### config.mk
export PLATFORM = sky130hd
export DESIGN_NAME = spi_master
export DESIGN_NICKNAME = d
export VERILOG_FILES = /design/src/rtl/spi_master.sv
export SDC_FILE = /design/constraint.sdc
export NUM_CORES = 1
export LEC_CHECK = 0
export ABC_CLOCK_PERIOD_IN_PS = 4690
export CORE_MARGIN = 2
export CORE_UTILIZATION = 47
export DETAILED_ROUTE_END_ITERATION = 16
export MAX_ROUTING_LAYER = met4
export PLACE_DENSITY = 0.71
export SLEW_MARGIN = 20
export SYNTH_ARGS = -nofsm -noshare
export SYNTH_HDL_FRONTEND = slang
export SYNTH_SLANG_ARGS = --single-unit
### constraint.sdc
create_clock -name Clk_i -period 4.69 [get_ports Clk_i]
set_clock_uncertainty 0.15 [all_clocks]
set_input_delay 0.938 -clock Clk_i [delete_from_list [all_inputs] [get_ports Clk_i]]
set_output_delay 0.938 -clock Clk_i [all_outputs]
set_load 0.01 [all_outputs]
### src/rtl/spi_master.sv
// Single-byte SPI master: one 8-bit full-duplex MSB-first frame per request.
// Active-high one-hot slave select; SCK runs at Clk_i / (2*CLKDIV).
module spi_master #(
  parameter int unsigned NSLAVES = 4,
  parameter int unsigned SELW    = (NSLAVES > 1) ? $clog2(NSLAVES) : 1,
  parameter int unsigned CLKDIV  = 4
) (
  input  logic               Clk_i,
  input  logic               Rst_ni,
  input  logic               start_i,
  input  logic [SELW-1:0]    sel_i,
  input  logic [7:0]         tx_data_i,
  output logic [7:0]         rx_data_o,
  output logic               done_o,
  output logic               busy_o,
  output logic               sck_o,
  output logic               mosi_o,
  input  logic               miso_i,
  output logic [NSLAVES-1:0] ss_o
);

  localparam int unsigned CNTW  = $clog2(CLKDIV);
  localparam int unsigned BITW  = 4;
  localparam int unsigned BYTEW = 8;

  if (CLKDIV < 4) begin : g_clkdiv_chk
    $error("spi_master: CLKDIV must be >= 4");
  end
  if (NSLAVES < 1) begin : g_nslaves_chk
    $error("spi_master: NSLAVES must be >= 1");
  end

  typedef enum logic [2:0] {
    IDLE,
    SETUP,
    HIGH,
    LOW,
    HOLD,
    GAP
  } state_e;

  state_e             state_q, state_d;
  logic [CNTW-1:0]    cnt_q, cnt_d;
  logic [BITW-1:0]    bit_q, bit_d;
  logic [BYTEW-1:0]   tx_q, tx_d;
  logic [BYTEW-1:0]   rx_sh_q, rx_sh_d;
  logic [SELW-1:0]    sel_q, sel_d;

  logic [BYTEW-1:0]   rx_data_q, rx_data_d;
  logic               done_q, done_d;
  logic               busy_q, busy_d;
  logic               sck_q, sck_d;
  logic               mosi_q, mosi_d;
  logic [NSLAVES-1:0] ss_q, ss_d;

  logic cnt_last;
  logic sel_ok;
  logic in_frame;

  // Widened compare so a power-of-two NSLAVES does not fold to a constant.
  assign sel_ok   = ({1'b0, sel_i} < (SELW+1)'(NSLAVES));
  assign cnt_last = (cnt_q == CNTW'(CLKDIV - 1));
  assign in_frame = (state_q == SETUP) || (state_q == HIGH) ||
                    (state_q == LOW)   || (state_q == HOLD);

  // Next-state logic; outputs are a registered decode of the current state,
  // so every pin change lands one cycle after the state transition.
  always_comb begin
    state_d   = state_q;
    cnt_d     = cnt_last ? '0 : cnt_q + CNTW'(1);
    bit_d     = bit_q;
    tx_d      = tx_q;
    rx_sh_d   = rx_sh_q;
    sel_d     = sel_q;
    rx_data_d = rx_data_q;
    done_d    = 1'b0;
    busy_d    = (state_q != IDLE);
    sck_d     = (state_q == HIGH);
    ss_d      = in_frame ? (NSLAVES'(1) << sel_q) : '0;
    mosi_d    = in_frame ? tx_q[BYTEW-1] : 1'b0;

    unique case (state_q)
      IDLE: begin
        cnt_d = '0;
        if (start_i && sel_ok) begin
          tx_d    = tx_data_i;
          sel_d   = sel_i;
          bit_d   = '0;
          rx_sh_d = '0;
          state_d = SETUP;
        end
      end
      SETUP: begin
        if (cnt_last) state_d = HIGH;
      end
      HIGH: begin
        // First HIGH cycle is the edge on which sck_o rises.
        if (cnt_q == '0) begin
          rx_sh_d = {rx_sh_q[BYTEW-2:0], miso_i};
          bit_d   = bit_q + BITW'(1);
        end
        if (cnt_last) begin
          if (bit_q < BITW'(BYTEW)) begin
            tx_d    = {tx_q[BYTEW-2:0], 1'b0};
            state_d = LOW;
          end else begin
            state_d = HOLD;
          end
        end
      end
      LOW: begin
        if (cnt_last) state_d = HIGH;
      end
      HOLD: begin
        if (cnt_last) state_d = GAP;
      end
      GAP: begin
        if (cnt_q == '0) begin
          done_d    = 1'b1;
          rx_data_d = rx_sh_q;
        end
        if (cnt_last) state_d = IDLE;
      end
      default: begin
        state_d = IDLE;
        cnt_d   = '0;
      end
    endcase
  end

  always_ff @(posedge Clk_i or negedge Rst_ni) begin
    if (!Rst_ni) begin
      state_q   <= IDLE;
      cnt_q     <= '0;
      bit_q     <= '0;
      tx_q      <= '0;
      rx_sh_q   <= '0;
      sel_q     <= '0;
      rx_data_q <= '0;
      done_q    <= 1'b0;
      busy_q    <= 1'b0;
      sck_q     <= 1'b0;
      mosi_q    <= 1'b0;
      ss_q      <= '0;
    end else begin
      state_q   <= state_d;
      cnt_q     <= cnt_d;
      bit_q     <= bit_d;
      tx_q      <= tx_d;
      rx_sh_q   <= rx_sh_d;
      sel_q     <= sel_d;
      rx_data_q <= rx_data_d;
      done_q    <= done_d;
      busy_q    <= busy_d;
      sck_q     <= sck_d;
      mosi_q    <= mosi_d;
      ss_q      <= ss_d;
    end
  end

  assign rx_data_o = rx_data_q;
  assign done_o    = done_q;
  assign busy_o    = busy_q;
  assign sck_o     = sck_q;
  assign mosi_o    = mosi_q;
  assign ss_o      = ss_q;

endmodule

==> results of run 1 <==
[Yosys cell counts, types with 3 or more instances]
library cell,count,area [µm²]
dfrtp_1,43,1080
nand2_1,19,71.3
inv_1,14,52.6
mux2i_1,11,110
mux2_2,10,113
nand2b_1,8,50.1
buf_2,4,20.0
o221a_1,4,45.0
ha_1,3,37.5
o221a_2,3,33.8
[through the flow]
stage | utilization | cell area, µm²
floorplan | - | 1890
global placement | 0.555 | 2190
detailed placement | 0.555 | 2190
CTS | 0.576 | 2270
global route | 0.578 | 2280
finish | 0.578 | 2280
[state kept, by name, summed over array words and instances, names as in the netlist]
signal / flops
bit_q: 4
tx_q: 8
rx_data_o: 8
sck_o: 1
rx_sh_q: 8
state_q: 3
ss_o: 4
done_o: 1
busy_o: 1
cnt_q: 2
sel_q: 2
mosi_o: 1
[final timing paths]
check,to,slack [ns],cells after the start
max,tx_q[6]$_DFFE_PN0P_,2.24,4
min,cnt_q[0]$_DFF_PN0_,0.34,1
max reg2reg,tx_q[6]$_DFFE_PN0P_,2.75,3
min reg2reg,cnt_q[0]$_DFF_PN0_,0.34,1
max in group asynchronous,done_o$_DFF_PN0_,3.18,1
min in group asynchronous,sck_o$_DFF_PN0_,0.63,1
[layout by cell type, fill, tap and decap left out, types with 3 or more instances in the layout]
cell             Yosys  routed
ha_1                 3       3
dfrtp_1             43      43
clkbuf_8             0       5
mux2_2              10      10
o221a_1              4       4
nand2_1             19      19
o221a_2              3       3
clkdlybuf4s50_1      0      28
nand2b_1             8       8
inv_1               14      14
mux2i_1             11      11
[routing by layer]
metal  up-vias  global-route usage
met5         -                   -
met4         0              0.0612
met3         6              0.0500
met2        26               0.275
met1       580               0.183
li1        583                   -
[power by group]
part           switching [mW]  leakage [nW]  internal [mW]
clock network           0.113        0.0422          0.104
logic                  0.0119         0.422         0.0164
registers             0.00397         0.542          0.377
total                   0.129          1.01          0.497
[cell families after synthesis]
family                   count (synthesis)
AO/OA/AOI/OAI                           15
AND/OR/NAND/NOR                         48
buffers and inverters                   21
multiplexers                            22
flip-flops                              43
adder cells (fa/ha/maj)                  3
[cell type report]
| class | instances | area [µm²] | area share |
|---|---|---|---|
| repair buffers | 29 | 285 | 0.125 |
| clock inverters | 1 | 5.00 | 0.00220 |
| flip-flops and latches | 43 | 1080 | 0.472 |
| well taps | 50 | 62.6 | 0.0274 |
| clock buffers | 7 | 76.3 | 0.0335 |
| inverters | 14 | 52.6 | 0.0231 |
| multi-input cells | 88 | 722 | 0.317 |
==> summary.txt, run 1 <==
Run status
  • Status: finished, final reports clean

Routing
  • Detail Route Antenna Nets: 0
  • Drt wl/cell: 13.0 µm
  • DR top layer: met4
  • Vias per inst: 5.15
  • Initial drt markers: 50
  • Total number of vias: 1195
  • Metal-1 WL: 1.28 mm
  • Metal3 WL: 137 µm
  • Final WL: 3.01 mm
  • Drc violations: 0
  • Drt pass-1 iters: 4
  • Routed met2 length: 1.55 mm

Timing
  • Hold slack: 0.340 ns
  • Final setup violation count: 0
  • Final Worst Setup Slack: 2.24 ns
  • Final min period: 2.45 ns
  • Max Slew Vio Count: 0
  • Final Hold Viols: 0
  • Rel. slew slack: 0.388
  • RSZ-0062 raised after global routing: false
  • Setup TNS: 0 ns
  • Worst Max-Slew Pin Slew: 0.918 ns
  • Fmax: 409 MHz
  • Final period util: 0.521

Synth
  • Most used DFF post-synth: dfrtp_1
  • Seq/Total Area, Yosys: 0.570
  • Synth Area in Compound Gates: 0.0755
  • Post-synthesis adder-cell area fraction: 0.0199
  • Synth unique cells: 36
  • Largest family of logic cells by synthesized area: simple AND/OR/NAND/NOR gates
  • Post-Synth XOR/XNOR Area: 0
  • Post-Syn Area per Cell: 12.4 µm²
  • Synth Cell Area: 1890 µm²
  • Number of synthesized register bits: 43
  • Ys Warns: 0
  • Mux cell area share after synthesis: 0.125
  • Simple-gate share of the synthesized area: 0.157
  • Post-synth ARST share: 1.00
  • Syn_nets: 169
  • EDFF count, synth: 0
  • Mapped Cells: 152

Place
  • Port Buffer Count: 29
  • Placed Cells incl. Taps: 224
  • DP Wirelength: 2.17 mm
  • Placer Congestion: 0.743
  • Placement Setup Slack: 1.64 ns

Clocking
  • Clock Path Buffers: 2
  • H-tree depth: 2
  • CTS Root Cell: clkbuf_8
  • CTS Sinks: 43
  • Num CTS Buffers: 5
  • CTS resizes: 0
  • Setup Fix Bufs, Post-CTS: 0
  • Hold_buf cts: 0
  • CTS clk-pin slew, worst paths: 0.08 ns
  • Clock Latency Late Sink: 0.29 ns
  • CTS tree: yes

Die
  • DIE AREA: 4540 µm²
  • Die H: 67.4 µm
  • Die X-Extent: 67.4 µm
  • Rows: 23
  • Io pins: 30
  • Starting Density: 0.479
  • Core area: 3940 µm²

Setup path
  • CP Buf/Inv Count: 1
  • Slowest stage cell, crit path: nor4b_4
  • CP arrival: 2.52 ns
  • R2r startpoint: state_q[0]$_DFFE_PN0P_
  • Setup CP Type: input pin to flop
  • Max incr delay on CP: 0.56 ns
  • Critical Path, Cell by Cell: clkdlybuf4s50_1, nor4b_4, a21o_1, o221a_1
  • Worst Setup SP: start_i
  • Critical Path End Type: flop
  • Delay-heaviest family, CP: simple AND/OR/NAND/NOR gates
  • Worst setup SP type: input pin
  • Worst-path fanout max: 12
  • Required @ worst endpoint: 4.77 ns

Flow run
  • Max_cap viols: 0

Min path
  • Hold Path Class: flop to flop
  • Hold Path Origin: cnt_q[0]$_DFF_PN0_

Layout
  • Final #Nets: 198
  • Cell Count, Final, Fillers Out: 232
  • Syn-to-layout area delta: 20.7%
  • Share of layout cells above drive strength 1: 0.154
  • Ant. Diodes: 0
  • FILL cells: 312

Power and ir drop
  • Pwr Density: 275 nW/µm²
  • Pleak: 1.01 nW
  • Total power: 0.627 mW
  • Max VDD drop: 0.165 mV

Global routing
  • First-pass GRT wire length: 5.31 mm
  • Antenna violations before repair: 0
  • Largest net degree at the start of global routing: 44
  • Total track usage: 0.163
  • GRT overflow: 0
  • Vias in the first global route: 1209
Note: power is estimated with default switching activity, not from simulation.
==> run 2: changes to the inputs <==
--- a/config.mk
+++ b/config.mk
@@ -5,7 +5,7 @@
 export SDC_FILE = /design/constraint.sdc
 export NUM_CORES = 1
 export LEC_CHECK = 0
-export ABC_CLOCK_PERIOD_IN_PS = 4690
+export ABC_CLOCK_PERIOD_IN_PS = 2430
 export CORE_MARGIN = 2
 export CORE_UTILIZATION = 47
 export DETAILED_ROUTE_END_ITERATION = 16
==> constraint.sdc (replaced) <==
create_clock -name Clk_i -period 2.43 [get_ports Clk_i]
set_clock_uncertainty 0.15 [all_clocks]
set_input_delay 0.486 -clock Clk_i [delete_from_list [all_inputs] [get_ports Clk_i]]
set_output_delay 0.486 -clock Clk_i [all_outputs]
set_load 0.01 [all_outputs]
==> run 2 against run 1 <==
Compared with the run above:
- die area stayed put
- highest routed layer unchanged
- setup slack got worse by 1.7 ns
- wire length increased by 4.5%
- first-iteration DRC count unchanged
- worst hold slack worse by 0.30 ns
- critical endpoint is now rx_data_o[2]
- sequential share of layout area down 0.66 points
- core utilization rose by 0.83 points
- largest power group unchanged
- clock power is 99% higher
- sequential cell count unchanged
==> summary.txt, run 2 (synthesis gave the netlist of run 1 again) <==
Timing
  • Final period util: 0.757
  • RSZ-0062 raised after global routing: false
  • Worst Max-Slew Pin Slew: 0.591 ns (-0.327 ns)
  • Hold slack: 0.0419 ns (-0.298 ns)
  • Final Worst Setup Slack: 0.591 ns (-1.65 ns)
  • Rel. slew slack: 0.606 (+0.218)
  • Final Hold Viols: 0 (unchanged)
  • Setup TNS: 0 ns (unchanged)
  • Final min period: 1.84 ns
  • Fmax: 544 MHz
  • Final setup violation count: 0 (unchanged)
  • Max Slew Vio Count: 0 (unchanged)

Layout
  • Post-layout util: 0.586 (+0.00825)
  • Ant. Diodes: 0 (unchanged)
  • Syn-to-layout area delta: 22.5%
  • Final #Nets: 203 (+2.5%)
  • Fin area: 2310 µm² (+1.4%)
  • Commonest cells after routing, fill and taps aside: dfrtp_1 (43), clkdlybuf4s50_1 (28), nand2_1 (19), inv_1 (14), mux2i_1 (11)
  • Share of layout cells above drive strength 1: 0.182 (+0.0280)
  • Commonest non-fill, non-tap cell in the layout: dfrtp_1
  • Cell Count, Final, Fillers Out: 237 (+2.2%)

Setup path
  • CP Buf/Inv Count: 1 (unchanged)
  • Critical Path End Type: primary output
  • Critical Path, Cell by Cell: clkdlybuf4s50_1
  • R2R cell count: 3 (unchanged)
  • Setup CP Type: flop to primary output
  • Crit path depth: 1 (-3)
  • Worst-path fanout max: 2 (-10)
  • Max incr delay on CP: 0.54 ns (-0.02 ns)
  • Required @ worst endpoint: 1.79 ns (-2.98 ns)
  • Worst setup SP type: flop
  • Slowest stage cell, crit path: clkdlybuf4s50_1
  • Delay-heaviest family, CP: buffers and inverters
  • CP arrival: 1.20 ns (-1.32 ns)

Global routing
  • First-pass GRT wire length: 5.62 mm (+5.7%)
  • Largest net degree at the start of global routing: 29 (-34%)
  • Antenna violations before repair: 0 (unchanged)
  • Grt peak-use layer: met2
  • Met3 GRT Util: 0.0567 (+0.00667)
  • GRT overflow: 0 (unchanged)
  • Total track usage: 0.172 (+0.00871)
  • GR Util met2: 0.285 (+0.00990)
  • Vias in the first global route: 1238 (+2.4%)
  • Met1 global-route usage: 0.200 (+0.0169)

Clocking
  • CTS clk-pin slew, worst paths: 0.08 ns (about the same)
  • Num CTS Buffers: 5 (unchanged)
  • CTS resizes: 0 (unchanged)
  • CTS Root Cell: clkbuf_8
  • Setup Fix Bufs, Post-CTS: 0 (unchanged)
  • Clock Latency Late Sink: 0.29 ns (about the same)
  • Hold_buf cts: 0 (unchanged)
  • H-tree depth: 2 (unchanged)
  • Clock Path Buffers: 2 (unchanged)
  • CTS Sinks: 43 (unchanged)
  • CTS tree: yes

Die
  • Rows: 23 (unchanged)
  • Starting Density: 0.479 (unchanged)
  • Die H: 67.4 µm (unchanged)
  • Io pins: 30 (unchanged)
  • DIE AREA: 4540 µm² (unchanged)
  • Die X-Extent: 67.4 µm (unchanged)
  • Core area: 3940 µm² (unchanged)

Routing
  • Initial drt markers: 50 (unchanged)
  • Detail Route Antenna Nets: 0 (unchanged)
  • Vias per inst: 5.17 (+0.43%)
  • Drt wl/cell: 13.3 µm (+2.3%)
  • Drt pass-1 iters: 4 (unchanged)
  • Total number of vias: 1226 (+2.6%)
  • Final WL: 3.15 mm (+4.5%)
  • Drc violations: 0 (unchanged)

Power and ir drop
  • Total power: 1.23 mW (+95%)
  • Max VDD drop: 0.322 mV (+95%)
  • Pleak: 1.03 nW (+2.1%)
  • Sw Share: 0.216 (+0.00941)
  • Pwr Density: 530 nW/µm² (+93%)
  • Sequential fraction of design power: 0.600 (-0.007)
  • Combinational Power Share: 0.046 (about the same)
  • Switching power: 0.264 mW (+100%)
  • Clk pwr share: 0.354 (+0.006)
  • P_int: 0.961 mW (+93%)

Run status
  • Status: finished, final reports clean

Place
  • Placed Cells incl. Taps: 229 (+2.2%)
  • Placer Congestion: 0.797 (+7.2%)
  • Placement Setup Slack: 0.340 ns (-1.30 ns)
  • DP Wirelength: 2.35 mm (+8.4%)
  • Port Buffer Count: 29 (unchanged)
  • Area of placed instances: 2230 µm² (+1.7%)

Min path
  • Hold Path Class: input pin to asynchronous set/reset pin

Flow run
  • Max_cap viols: 0 (unchanged)
## run 2: worst paths after layout
kind                                                from                        to  slack [ns]
worst max-delay path            rx_data_o[2]$_DFFE_PN0P_              rx_data_o[2]        0.59
worst min-delay path                              Rst_ni  rx_data_o[7]$_DFFE_PN0P_        0.04
worst max register to register    state_q[2]$_DFFE_PN0P_  rx_data_o[2]$_DFFE_PN0P_        0.65
worst min register to register        cnt_q[0]$_DFF_PN0_        cnt_q[0]$_DFF_PN0_        0.32
max in group asynchronous                         Rst_ni      sel_q[1]$_DFFE_PN0P_        1.52
min in group Clk_i                    cnt_q[0]$_DFF_PN0_        cnt_q[0]$_DFF_PN0_        0.32
## run 2: power by group through the flow
stage	clock (mW)	combinational (mW)	sequential (mW)
after global routing	0.492	0.0642	0.736
after floorplan	0	0.0117	0.749
final	0.434	0.0569	0.735
after CTS	0.452	0.0589	0.735
after global placement	0	0.0565	0.748
after detailed placement	0	0.0589	0.749
## run 2: cell type report
cell class | count | area [µm²]
well taps | 50 | 62.6
flip-flops and latches | 43 | 1080
inverters | 14 | 52.6
multi-input cells | 88 | 713
clock inverters | 2 | 12.5
clock buffers | 6 | 72.6
fillers | 318 | 1630
repair buffers | 34 | 323
## run 2: routing by layer
layer	up-vias	part of all wire
li1	592	-
met1	601	0.42
met2	26	0.52
met3	7	0.046
met4	0	0.012
met5	-	0
